$ cat config.mk
export PLATFORM = sky130hd
export DESIGN_NAME = pe_mac_param
export DESIGN_NICKNAME = d
export VERILOG_FILES = /design/src/rtl/mha_pe_pkg.sv /design/src/rtl/pe_mul_pipe.sv /design/src/rtl/pe_mac_param.sv
export SDC_FILE = /design/constraint.sdc
export NUM_CORES = 1
export LEC_CHECK = 0
export ABC_AREA = 1
export CAP_MARGIN = 20
export CELL_PAD_IN_SITES_DETAIL_PLACEMENT = 1
export CELL_PAD_IN_SITES_GLOBAL_PLACEMENT = 1
export CORE_ASPECT_RATIO = 0.6
export CORE_MARGIN = 5
export CORE_UTILIZATION = 47
export DETAILED_ROUTE_END_ITERATION = 16
export GPL_ROUTABILITY_DRIVEN = 0
export GPL_TIMING_DRIVEN = 1
export PLACE_DENSITY = 0.8
export SYNTH_ARGS = -nofsm -noshare
export SYNTH_HDL_FRONTEND = slang
export SYNTH_SLANG_ARGS = --single-unit
$ cat constraint.sdc
create_clock -name I_CLK -period 7.5 [get_ports I_CLK]
set_clock_uncertainty 0.1 [all_clocks]
set_input_delay 2.25 -clock I_CLK [delete_from_list [all_inputs] [get_ports I_CLK]]
set_output_delay 2.25 -clock I_CLK [all_outputs]
set_load 0.1 [all_outputs]
$ cat src/rtl/mha_pe_pkg.sv
// Shared types and fixed-point helpers for the MHA systolic processing element.
// Latency: n/a (types, constants and pure functions only).
// Backpressure: n/a.
//
// The helpers work on a 64-bit signed carrier so that one function serves every
// DW/FW combination. Callers sign-extend into wide_t and size-cast the result back.
// This requires 2*DW+2 <= 64 and FW >= 1.
package mha_pe_pkg;

    localparam int DEFAULT_DW = 16;
    localparam int DEFAULT_FW = 13;
    localparam int WIDE_W     = 64;

    typedef logic signed [WIDE_W-1:0] wide_t;

    typedef enum logic {
        PE_MODE_PASS = 1'b0,
        PE_MODE_ACC  = 1'b1
    } pe_mode_e;

    typedef enum logic [1:0] {
        PE_IDLE = 2'd0,
        PE_ACC  = 2'd1,
        PE_DUMP = 2'd2
    } pe_state_e;

    // Round to nearest, with ties toward +inf: add half an LSB, then shift
    // arithmetically.
    function automatic wide_t round_shift(input wide_t p, input int fw);
        wide_t half;
        half = wide_t'(1) <<< (fw - 1);
        return (p + half) >>> fw;
    endfunction

    // Clamp v to the signed range of a dw-bit two's-complement value.
    function automatic wide_t sat_to_dw(input wide_t v, input int dw);
        wide_t hi;
        wide_t lo;
        wide_t res;
        hi  = (wide_t'(1) <<< (dw - 1)) - wide_t'(1);
        lo  = -(wide_t'(1) <<< (dw - 1));
        res = v;
        if (v > hi) begin
            res = hi;
        end else if (v < lo) begin
            res = lo;
        end
        return res;
    endfunction

endpackage

$ cat src/rtl/pe_mul_pipe.sv
// Signed DW x DW multiplier, MUL_STAGES register stages, with D/mode/last tags aligned to the product.
// Latency: MUL_STAGES cycles from I_VLD to O_VLD.
// Backpressure: none; accepts one operation per cycle unconditionally.
//
// Ports: I_CLK/I_RST_N clock and async active-low reset; I_VLD/I_X/I_W/I_D/I_MODE/I_LAST
// form the issued operation; O_VLD/O_PROD/O_D/O_MODE/O_LAST are the same operation after
// the pipeline; O_BUSY is high while any stage holds a valid operation.
// The product is formed at the head of the chain. Later stages only delay it, so
// synthesis retiming can spread the multiplier across them. MUL_STAGES must be >= 1.
module pe_mul_pipe
    import mha_pe_pkg::*;
#(
    parameter int DW         = DEFAULT_DW,
    parameter int MUL_STAGES = 2
) (
    input  logic                   I_CLK,
    input  logic                   I_RST_N,
    input  logic                   I_VLD,
    input  logic [DW-1:0]          I_X,
    input  logic [DW-1:0]          I_W,
    input  logic [DW-1:0]          I_D,
    input  logic                   I_MODE,
    input  logic                   I_LAST,
    output logic                   O_VLD,
    output logic signed [2*DW-1:0] O_PROD,
    output logic [DW-1:0]          O_D,
    output logic                   O_MODE,
    output logic                   O_LAST,
    output logic                   O_BUSY
);

    localparam int PW = 2 * DW;

    logic [MUL_STAGES-1:0]  vld_q;
    logic signed [PW-1:0]   prod_q [MUL_STAGES];
    logic [DW-1:0]          d_q    [MUL_STAGES];
    pe_mode_e               mode_q [MUL_STAGES];
    logic [MUL_STAGES-1:0]  last_q;

    logic signed [PW-1:0]   prod_in;

    // The full-width product of two DW-bit signed values always fits in 2*DW bits.
    assign prod_in = PW'($signed(I_X)) * PW'($signed(I_W));

    always_ff @(posedge I_CLK or negedge I_RST_N) begin
        if (!I_RST_N) begin
            vld_q  <= '0;
            last_q <= '0;
            for (int i = 0; i < MUL_STAGES; i++) begin
                prod_q[i] <= '0;
                d_q[i]    <= '0;
                mode_q[i] <= PE_MODE_PASS;
            end
        end else begin
            vld_q[0] <= I_VLD;
            // The data registers only load when a valid operation arrives.
            // Valid gates every use of them downstream.
            if (I_VLD) begin
                prod_q[0] <= prod_in;
                d_q[0]    <= I_D;
                mode_q[0] <= pe_mode_e'(I_MODE);
                last_q[0] <= I_LAST;
            end
            for (int i = 1; i < MUL_STAGES; i++) begin
                vld_q[i] <= vld_q[i-1];
                if (vld_q[i-1]) begin
                    prod_q[i] <= prod_q[i-1];
                    d_q[i]    <= d_q[i-1];
                    mode_q[i] <= mode_q[i-1];
                    last_q[i] <= last_q[i-1];
                end
            end
        end
    end

    assign O_VLD  = vld_q[MUL_STAGES-1];
    assign O_PROD = prod_q[MUL_STAGES-1];
    assign O_D    = d_q[MUL_STAGES-1];
    assign O_MODE = mode_q[MUL_STAGES-1];
    assign O_LAST = last_q[MUL_STAGES-1];
    assign O_BUSY = |vld_q;

endmodule

$ cat src/rtl/pe_mac_param.sv
// Systolic PE: O_OUT = sat(round(X*W) + D) pass-down, or a local accumulate-and-dump mode.
// Latency: MUL_STAGES+1 cycles from I_X_VLD to O_OUT_VLD; X forwarded after 1 cycle.
// Backpressure: none; one operation per cycle sustained, and results are single-cycle pulses.
//
// Ports: I_CLK/I_RST_N clock and async active-low reset; I_MODE 0=pass-down, 1=accumulate;
// I_W_LOAD/I_W load the stationary weight; I_X_VLD/I_X issue an op; I_D_VLD/I_D partial sum
// from above (treated as 0 when I_D_VLD=0); I_LAST ends an accumulation; O_X_VLD/O_X go to the
// right neighbour; O_OUT_VLD/O_OUT are the result; O_BUSY means ops in flight or accumulator in use.
// Build macro PE_SAT_EN: when defined, results saturate to DW bits. Otherwise they wrap to the low DW bits.
module pe_mac_param
    import mha_pe_pkg::*;
#(
    parameter int DW         = DEFAULT_DW,
    parameter int FW         = DEFAULT_FW,
    parameter int MUL_STAGES = 2,
    parameter int GUARD      = 4
) (
    input  logic          I_CLK,
    input  logic          I_RST_N,
    input  logic          I_MODE,
    input  logic          I_W_LOAD,
    input  logic [DW-1:0] I_W,
    input  logic          I_X_VLD,
    input  logic [DW-1:0] I_X,
    input  logic          I_D_VLD,
    input  logic [DW-1:0] I_D,
    input  logic          I_LAST,
    output logic          O_X_VLD,
    output logic [DW-1:0] O_X,
    output logic          O_OUT_VLD,
    output logic [DW-1:0] O_OUT,
    output logic          O_BUSY
);

    localparam int ACC_W = DW + GUARD;

    // ---------------- stationary weight ----------------
    // An op issued in the same cycle as a load sees the old value, because the
    // multiplier samples w_q before this edge updates it.
    logic [DW-1:0] w_q;

    always_ff @(posedge I_CLK or negedge I_RST_N) begin
        if (!I_RST_N) begin
            w_q <= '0;
        end else if (I_W_LOAD) begin
            w_q <= I_W;
        end
    end

    // ---------------- X forwarding ----------------
    always_ff @(posedge I_CLK or negedge I_RST_N) begin
        if (!I_RST_N) begin
            O_X_VLD <= 1'b0;
            O_X     <= '0;
        end else begin
            O_X_VLD <= I_X_VLD;
            O_X     <= I_X_VLD ? I_X : '0;
        end
    end

    // ---------------- multiplier pipeline ----------------
    logic [DW-1:0]          d_issue;
    logic                   p_vld;
    logic signed [2*DW-1:0] p_prod;
    logic [DW-1:0]          p_d;
    logic                   p_mode;
    logic                   p_last;
    logic                   p_busy;

    // A missing partial sum (top row of the array) contributes zero.
    assign d_issue = I_D_VLD ? I_D : '0;

    pe_mul_pipe #(
        .DW         (DW),
        .MUL_STAGES (MUL_STAGES)
    ) u_mul (
        .I_CLK   (I_CLK),
        .I_RST_N (I_RST_N),
        .I_VLD   (I_X_VLD),
        .I_X     (I_X),
        .I_W     (w_q),
        .I_D     (d_issue),
        .I_MODE  (I_MODE),
        .I_LAST  (I_LAST),
        .O_VLD   (p_vld),
        .O_PROD  (p_prod),
        .O_D     (p_d),
        .O_MODE  (p_mode),
        .O_LAST  (p_last),
        .O_BUSY  (p_busy)
    );

    // ---------------- arithmetic ----------------
    pe_state_e            state_q, state_d;
    logic signed [ACC_W-1:0] acc_q, acc_d;

    wide_t r_w;
    wide_t d_w;
    wide_t acc_base;
    wide_t sum_pass;
    wide_t sum_acc;

    // All sums use the wide carrier, so neither a pass-down sum nor a dump ever
    // overflows before the final saturate or wrap.
    always_comb begin
        r_w      = round_shift(wide_t'(p_prod), FW);
        d_w      = wide_t'($signed(p_d));
        // The accumulator only holds live data in ACC. In IDLE and DUMP a new
        // product seeds a fresh sum.
        acc_base = (state_q == PE_ACC) ? wide_t'(acc_q) : '0;
        sum_pass = r_w + d_w;
        sum_acc  = acc_base + r_w;
    end

    // ---------------- mode-1 FSM and result select ----------------
    logic          res_vld_d;
    wide_t         res_w;
    logic [DW-1:0] res_d;

    always_comb begin
        state_d   = state_q;
        acc_d     = acc_q;
        res_vld_d = 1'b0;
        res_w     = '0;
        res_d     = '0;

        if (p_vld && (p_mode == PE_MODE_PASS)) begin
            res_vld_d = 1'b1;
            res_w     = sum_pass;
            if (state_q == PE_DUMP) begin
                state_d = PE_IDLE;
            end
        end else if (p_vld) begin
            if (p_last) begin
                res_vld_d = 1'b1;
                res_w     = sum_acc;
                acc_d     = '0;
                state_d   = PE_DUMP;
            end else begin
                // The guard bits absorb intermediate growth. Wrapping at ACC_W is
                // the accepted behaviour if they are exhausted.
                acc_d   = ACC_W'(sum_acc);
                state_d = PE_ACC;
            end
        end else if (state_q == PE_DUMP) begin
            state_d = PE_IDLE;
        end

        if (res_vld_d) begin
`ifdef PE_SAT_EN
            res_d = DW'(sat_to_dw(res_w, DW));
`else
            res_d = DW'(res_w);
`endif
        end
    end

    always_ff @(posedge I_CLK or negedge I_RST_N) begin
        if (!I_RST_N) begin
            state_q   <= PE_IDLE;
            acc_q     <= '0;
            O_OUT_VLD <= 1'b0;
            O_OUT     <= '0;
        end else begin
            state_q   <= state_d;
            acc_q     <= acc_d;
            O_OUT_VLD <= res_vld_d;
            O_OUT     <= res_d;
        end
    end

    assign O_BUSY = p_busy | (state_q == PE_ACC);

endmodule

==> flow_summary.json <==
{
  "syn_to_final_growth_pct": 26.1,
  "dp_cells": 2766,
  "grt_remaining_overflow": 0,
  "finalHoldViolCount": 0,
  "grt-busiest-layer": "met2",
  "yosys.area.top_type": "fa_1",
  "path_delay_family": "adder cells",
  "setup_tns_ns": -0.473,
  "ant_nets": 0,
  "cp_num_buf_inv": 7,
  "first_pass_iters": 6,
  "crit_path_end_kind": "register",
  "synth.most_common_cell": "inv_1",
  "clock_latency_ns": 0.46,
  "synth-edff-count": 0,
  "cp_max_fo": 5,
  "cts_htree_levels": 4,
  "yosys.area_share.adder_pct": 36.3,
  "slowest_stage": "fa_2",
  "relSlewSlack_pct": 29.2,
  "finalSetupViolCount": 6,
  "max_stage_delay_ns": 0.63,
  "stdcell_count": 2845,
  "synth_cell_types": 43,
  "met1_usage_pct": 42.3,
  "die_h_um": 157,
  "worstPathRequired_ns": 7.73,
  "rows": 53,
  "tightest_slew_ns": 1.06,
  "synth_top_family_by_area": "adder cells",
  "path_clk_slew_ns": 0.08,
  "nets": 2765,
  "yosys.area_share.xor_xnor_pct": 1.66,
  "violations": "negative setup slack",
  "wl_mm": 70.6,
  "synth_cells": 2154,
  "setup_ws_ns": -0.176,
  "grt_pass1_wl_mm": 97.8,
  "grt_usage_pct": 31.9,
  "maxCapViolCount": 0,
  "die_w_um": 255,
  "io_pins": 90,
  "worst-setup-path-type": "in2reg",
  "cts-root-buf": "clkbuf_16",
  "grt_pass1_vias": 17600,
  "crit_arrival_ns": 7.91,
  "dpl.hpwl_mm": 47.0,
  "wl_per_cell_um": 24.8,
  "clock.fmax_mhz": 130,
  "yosys_warnings": 0,
  "placement.io_buffers": 89,
  "period_share_pct": 102,
  "synth_top_area_share_pct": 28.5,
  "start_util_pct": 47.9,
  "drt_iter0_drc": 1506,
  "ys_top_cells_by_count": "566 x inv_1, 516 x nand2_1, 240 x fa_1",
  "start_kind": "primary input",
  "drive_above_1_share_pct": 19.6,
  "cts-buffers-inserted": 17,
  "die_area_um2": 39900,
  "postSynthAreaPerCell_um2": 7.83,
  "synth-seq-area-share_pct": 20.6,
  "status": "complete, but fails checks",
  "syn_nets": 2555,
  "synth_mux_area_share_pct": 1.33,
  "synth_top_flop_cell": "dfrtp_1",
  "antenna_found_initial": 2,
  "hold_class": "reg2reg",
  "cts.path.max_buffers": 2,
  "synth_area_leaders": "fa_1 28%, dfrtp_1 21%, inv_1 13%",
  "num_vias": 16300,
  "slew_viol_final": 0,
  "cp_cell_sequence": "clkbuf_2 > buf_6 > buf_4 > nand2_4 > fa_2 > buf_4 > inv_2 > fa_1 > fa_1 > fa_1 > fa_1 > inv_1 > fa_1 > inv_1 > ha_4 > nand2_2 > nor2_2 > nand2_1 > nor3_1 > nand2_1 > nand2_1 > nand2_1 > nand3_2 > nand2_1",
  "period_needed_ns": 7.68,
  "clkSinkCount": 139,
  "async_flop_share_pct": 100,
  "synth_compound_area_share_pct": 6.64,
  "grt_start_max_net_pins": 94,
  "gr-usage-met3_pct": 10.2,
  "cts_tree": "built",
  "avgViaCountPerCell": 5.74,
  "core_um2": 35200,
  "fillers": 4181,
  "route.detailed.drc": 0,
  "met2_usage_pct": 51.1,
  "synthSimpleGateAreaFrac_pct": 18.8,
  "whs_ns": 0.389,
  "ys_seq_elements": 139,
  "syn_area_um2": 16900,
  "post-route-util_pct": 60.5
}
[through the flow]
step	setup slack, ns	instance area (um^2)
floorplan	0.00587	16900
CTS	0.00495	20400
detailed placement	-0.992	19200
global route	-0.258	21300
global placement	-0.731	19200
finish	-0.176	21300
[routing by layer]
layer	routed length [um]	share of wire (%)
met4	3030	4.3
met2	32400	46
met1	28000	40
met3	7140	10
met5	13	0.018
[final timing paths]
check | slack [ns] | endpoint | from | cells after the start
min in group asynchronous | 1.81 | O_X[5]$_DFF_PN0_ | I_RST_N | 1
hold / removal | 0.39 | u_mul.d_q[31]$_DFFE_PN0P_ | u_mul.d_q[31]$_DFFE_PN0P_ | 2
max in group asynchronous | 4.25 | O_OUT[12]$_DFF_PN0_ | I_RST_N | 2
hold reg to reg | 0.39 | u_mul.d_q[31]$_DFFE_PN0P_ | u_mul.d_q[31]$_DFFE_PN0P_ | 2
setup reg to reg | 1.00 | u_mul.prod_q[58]$_DFFE_PN0P_ | w_q[9]$_DFFE_PN0P_ | 23
setup / recovery | -0.18 | u_mul.prod_q[58]$_DFFE_PN0P_ | I_X[15] | 24
[area by class of cell]
type | count | area, um^2 | share of cell area [%]
Inverter | 570 | 2150 | 10.1
Clock inverter | 15 | 189 | 0.887
Timing Repair Buffer | 275 | 2630 | 12.3
Antenna cell | 1 | 2.50 | 0.0118
Clock buffer | 17 | 425 | 2.00
Multi-Input combinational cell | 1361 | 11800 | 55.6
Tap cell | 467 | 584 | 2.74
Sequential cell | 139 | 3480 | 16.3
[repair_timing]
| action | 4_1_cts | 5_1_grt |
|---|---|---|
| setup buffers | 11 | 32 |
| setup endpoints to repair | 16 | 17 |
| pin swaps | 62 | 135 |
| gates cloned | 3 | 2 |
| hold buffers | 0 | 0 |
| resized for setup | 122 | 192 |
[worst register-to-register path, stage by stage, from the launching register on]
cell and delay, ns:
dfrtp_1 0.99, nand2_1 0.18, inv_1 0.13, fa_1 0.47, inv_2 0.12, buf_4 0.12, fa_1 0.44, fa_2 0.54
inv_1 0.05, fa_2 0.45, fa_1 0.60, inv_2 0.07, fa_1 0.56, inv_2 0.07, ha_4 0.31, nand2_1 0.11
nor2_1 0.19, nand2_1 0.13, nor3_1 0.28, nand2_1 0.15, nand2_1 0.11, nand2_1 0.08, nand3_2 0.07, nand2_1 0.07
[flip-flops by register name, indices dropped and copies added (netlist names), 2 cells and up, named ones only]
name and count:
u_mul.O_PROD 17, u_mul.prod_q 17, O_OUT 16, O_X 16, acc_q 16, u_mul.O_D 16, u_mul.d_q 16, w_q 16
u_mul.last_q 2, u_mul.vld_q 2
[logic make-up after synthesis]
group,after synthesis
AO/OA/AOI/OAI,199
XOR/XNOR,32
adder cells (fa/ha/maj),346
buffers and inverters,654
flip-flops,139
multiplexers,20
AND/OR/NAND/NOR,764
[placed cells by master (no fill, tap or decap), drive strengths merged, types with 2 or more instances in the layout]
cell type      instances
a31oi                  6
nand3b                 4
o21ai                 71
xor2                  27
clkinv                 9
inv                  576
clkbuf                25
ha                   106
dfrtp                139
o31ai                  4
buf                  185
nor4                   3
clkdlybuf4s50         71
nand3                 91
a21oi                 71
nor3                  18
or2                   10
dlymetal6s2s           5
o22ai                 19
o21a                   3
dlygate4sd2            3
nand4                 15
a21o                   9
o21bai                13
bufbuf                 2
mux2                  20
nand2                516
xnor2                  5
fa                   240
nor2                 105
Power is not shown: default switching activity piles up to over one toggle a cycle in this logic, so the estimate is an artifact.
